[src/rtl/pe_8x8_cluster.sv]
// 8x8 output-stationary systolic MAC array: activations flow east, weights flow south,
// each PE accumulates a 16-bit wrapping sum until its end-of-stream flag arrives.
module pe_8x8_cluster (
    input  logic         clk,
    input  logic         rst_n,
    input  logic         en,
    input  logic [127:0] activations,
    input  logic [127:0] weights,
    input  logic [7:0]   done,
    output logic [127:0] o_activations,
    output logic [127:0] o_weights,
    output logic [127:0] results,
    output logic [7:0]   output_dones
);
    localparam int N = 8;
    localparam int W = 16;

    logic [W-1:0] a_r    [N][N];
    logic [W-1:0] w_r    [N][N];
    logic         d_r    [N][N];
    logic [W-1:0] acc_r  [N][N];
    logic         stop_r [N][N];

    logic [W-1:0] a_in_s [N][N];
    logic [W-1:0] w_in_s [N][N];
    logic         d_in_s [N][N];

    // Unsigned 16x16 multiply, product truncated to 16 bits, added with wrap.
    function automatic logic [W-1:0] mac16(input logic [W-1:0] acc,
                                           input logic [W-1:0] a,
                                           input logic [W-1:0] w);
        logic [2*W-1:0] prod;
        prod = {16'h0000, a} * {16'h0000, w};
        return acc + prod[W-1:0];
    endfunction

    // Neighbour wiring: west/north edges take the array inputs.
    for (genvar r = 0; r < N; r++) begin : g_row
        for (genvar c = 0; c < N; c++) begin : g_col
            if (c == 0) begin : g_west
                assign a_in_s[r][c] = activations[W*r +: W];
                assign d_in_s[r][c] = done[r];
            end else begin : g_inner_a
                assign a_in_s[r][c] = a_r[r][c-1];
                assign d_in_s[r][c] = d_r[r][c-1];
            end
            if (r == 0) begin : g_north
                assign w_in_s[r][c] = weights[W*c +: W];
            end else begin : g_inner_w
                assign w_in_s[r][c] = w_r[r-1][c];
            end
        end
        assign o_activations[W*r +: W] = a_r[r][N-1];
        assign results[W*r +: W]       = acc_r[r][N-1];
        assign output_dones[r]         = d_r[r][N-1];
        assign o_weights[W*r +: W]     = w_r[N-1][r];
    end

    // PE state update: reset beats enable; a PE freezes its sum once done has been seen.
    always_ff @(posedge clk) begin
        for (int r = 0; r < N; r++) begin
            for (int c = 0; c < N; c++) begin
                if (!rst_n) begin
                    a_r[r][c]    <= '0;
                    w_r[r][c]    <= '0;
                    d_r[r][c]    <= 1'b0;
                    acc_r[r][c]  <= '0;
                    stop_r[r][c] <= 1'b0;
                end else if (en) begin
                    a_r[r][c]    <= a_in_s[r][c];
                    w_r[r][c]    <= w_in_s[r][c];
                    d_r[r][c]    <= d_in_s[r][c];
                    stop_r[r][c] <= stop_r[r][c] | d_in_s[r][c];
                    if (!stop_r[r][c] && !d_in_s[r][c]) begin
                        acc_r[r][c] <= mac16(acc_r[r][c], a_in_s[r][c], w_in_s[r][c]);
                    end else begin
                        acc_r[r][c] <= acc_r[r][c];
                    end
                end else begin
                    a_r[r][c]    <= a_r[r][c];
                    w_r[r][c]    <= w_r[r][c];
                    d_r[r][c]    <= d_r[r][c];
                    acc_r[r][c]  <= acc_r[r][c];
                    stop_r[r][c] <= stop_r[r][c];
                end
            end
        end
    end
endmodule

[config.mk]
export PLATFORM = sky130hd
export DESIGN_NAME = pe_8x8_cluster
export DESIGN_NICKNAME = d
export VERILOG_FILES = /design/src/rtl/pe_8x8_cluster.sv
export SDC_FILE = /design/constraint.sdc
export NUM_CORES = 2
export LEC_CHECK = 0
export CAP_MARGIN = 10
export CORE_MARGIN = 2
export CORE_UTILIZATION = 55
export DETAILED_ROUTE_END_ITERATION = 6
export GPL_TIMING_DRIVEN = 0
export HOLD_SLACK_MARGIN = 0.15
export PLACE_DENSITY = 0.76
export SLEW_MARGIN = 20
export SYNTH_ARGS = -nofsm -noshare
export SYNTH_HDL_FRONTEND = slang
export SYNTH_SLANG_ARGS = --single-unit
export TNS_END_PERCENT = 1
[constraint.sdc]
create_clock -name clk -period 51.8 [get_ports clk]
set_input_delay 10.36 -clock clk [delete_from_list [all_inputs] [get_ports clk]]
set_output_delay 10.36 -clock clk [all_outputs]
set_load 0.01 [all_outputs]
==> reports/summary.txt <==
Status: completed
Core box area: 0.214 sq mm
# fillers: 15.7k
Ys Warns: 0
Final GP Congestion: 0.931
Reg clk slew, reported paths: 0.07 ns
Root buffer cell: clkbuf_16
RSZ-0062 raised after global routing: no
Synth Flop Type: edfxtp_1
Initial antenna violation count: 38
Worst skew pair latency: 0.92 ns
Seq. cell area: 0.0675 sq mm
Postcts setup bufs: 0
Cell variety after synth: 36
Final Hold Viols: 0
Sink Count: 2,248
Detailed router's first-iteration violation count: 6,012
H-tree depth: 4
Area growth, synth to finish: 16.4%
Max Root-Sink Buffers: 3
Multi-input gate area: 0.0441 sq mm
XOR/XNOR share of the synthesized area: 0.0241
Post-Syn Area: 0.118 sq mm
Router iterations before antenna repair: 6
Adder-Cell Fraction of Synth Area: 0.171
Overflow after GRT: 0
GRT Util Overall: 0.262
Number of enable flip-flop cells after synthesis: 2,248
Critical Path RT: 52.39 ns
Register area share after synthesis: 0.570
Leakage: 63.2 nW
Placed cell count: 12.8k
Tot Pwr: 4.93 mW
Die ar.: 0.219 sq mm
DRT Wirelength: 285 mm
Routed length per instance: 21.6 microns
Slew @ Worst Pin: 1.11 ns
Setup crit start kind: input port
Cell Rows: 170
Residual DRC: 0
Share of layout cells above drive strength 1: 0.0448
Vias in the first global route: 72.9k
Worst setup EP type: flip-flop
VDD IR max: 0.0346 mV
Async set-or-reset flop fraction in the synthesized netlist: 0
Synthesized flop and latch total: 2,248
Via count: 72.0k
Setup Skew: 0.104 ns
FMAX: 62.9 MHz
CTS-repair resized insts: 0
I/O pins: 659
Syn_area_per_cell: 12.8 sq um
Die span in y: 468 microns
TritonCTS clock tree: yes
Syn Nets: 10.7k
Routed vias/inst: 5.45
Setup Viol. Count Final: 0
Final period util: 0.307
Post-synthesis compound-gate area fraction: 0.0117
Final Critical Period: 15.91 ns
Post-Layout Cell Count: 13.2k
Main combinational cell family by area after synthesis: adder cells
Most frequent cells in the layout: edfxtp_1 (2,248), and3_1 (2,111), inv_1 (1,222)
Cells after Synth: 9,224
Power density cells: 35.8 mW/mm^2
Largest net degree at the start of global routing: 42
Initial Util: 0.553
DPL Wire Length: 218 mm
Nets@finish: 11.6k
Min-delay worst type: flip-flop to flip-flop
Most common cell after layout, fill and taps aside: edfxtp_1
Max Slew Vio Count: 0
Crit-path max FO: 10
Post-Synth Simple-Gate Area: 0.165
Port bufs: 655
Routed Antenna Nets: 0
WS Path Type: input port to flip-flop
Slew headroom: 0.261
First-pass GRT wire length: 430 mm
CP arrival: 16.50 ns
Num CTS Buffers: 220
Die W: 468 microns
Hold Buf Count CTS: 0
Mux contribution to synthesized area: 0
Max-cap violations: 0
synth_stat cells (37+ instances only):
cell / number / area (sq um)
edfxtp_1: 2248 / 67500
and3_1: 2111 / 13200
inv_1: 1223 / 4590
fa_1: 752 / 15100
nand2_1: 696 / 2610
clkbuf_1: 597 / 2240
and2_1: 458 / 2870
ha_1: 416 / 5200
xnor2_1: 225 / 1970
nor2_1: 125 / 469
xor2_1: 78 / 683
o21ai_0: 45 / 225
a21oi_1: 40 / 200
a21o_1: 37 / 278
power by group:
part / switching (mW) / internal (mW)
sequential: 0.0685 / 2.14
combinational: 0.590 / 0.450
clock: 0.709 / 0.971
routing by layer:
layer / part of all wire / GRT usage
met3: 0.073 / 0.0479
met5: 0.00015 / 0
met2: 0.48 / 0.429
met4: 0.044 / 0.112
met1: 0.40 / 0.346
critical path, cell delays in order:
cell and delay [ns]:
clkdlybuf4s50_1 0.80, clkbuf_1 0.55, nand2_1 0.17, fa_1 0.54, fa_1 0.47, fa_1 0.56, inv_1 0.06, fa_1 0.53
inv_1 0.06, fa_1 0.45, fa_1 0.41, xnor2_1 0.15, xnor2_1 0.20, xnor2_1 0.20, xnor2_1 0.19, xnor3_1 0.49
xnor2_1 0.14, and2b_1 0.16
logic make-up after synthesis:
group / Yosys count
flip-flops: 2248
AO/OA/AOI/OAI: 198
AND/OR/NAND/NOR: 3456
XOR/XNOR: 312
adder cells (fa/ha/maj): 1168
buffers and inverters: 1842
state kept, by name (all words and copies together), names as in the netlist:
name,cells
w_r,1024
a_r,1024
acc_r,128
d_r,64
stop_r,8
worst paths after layout:
| check | start | end | slack (ns) | cells after the start |
|---|---|---|---|---|
| worst max-delay path | weights[113] | acc_r[0][15] | 35.89 | 18 |
| worst min-delay path | a_r[1][54] | a_r[1][38] | 0.50 | 1 |
| worst max register to register | w_r[0][388] | acc_r[1][15] | 45.52 | 19 |
| worst min register to register | a_r[1][54] | a_r[1][38] | 0.50 | 1 |
through the flow:
stage | setup TNS [ns] | area, sq um | utilization | hold slack, ns | setup WS (ns)
after CTS | 0 | 138000 | 0.643 | 0.495 | 36.04
final | 0 | 138000 | 0.643 | 0.495 | 35.89
after detailed placement | 0 | 130000 | 0.607 | 0.516 | 35.13
after global routing | 0 | 138000 | 0.643 | 0.520 | 35.76
after floorplan | 0 | 118000 | - | 0.503 | 7.97
after global placement | -8882.29 | 129000 | 0.600 | 0.510 | -4.31
layout make-up:
cell class | instances | share of cell area
antenna | 15 | 0.000272
buffer | 619 | 0.0171
clock buffer | 245 | 0.0406
clock inverter | 161 | 0.0154
inverter | 1223 | 0.0333
multi-input combinational | 5134 | 0.320
sequential | 2248 | 0.490
tap | 2838 | 0.0258
timing repair buffer | 727 | 0.0584
Power figures use the tool's default switching activity.
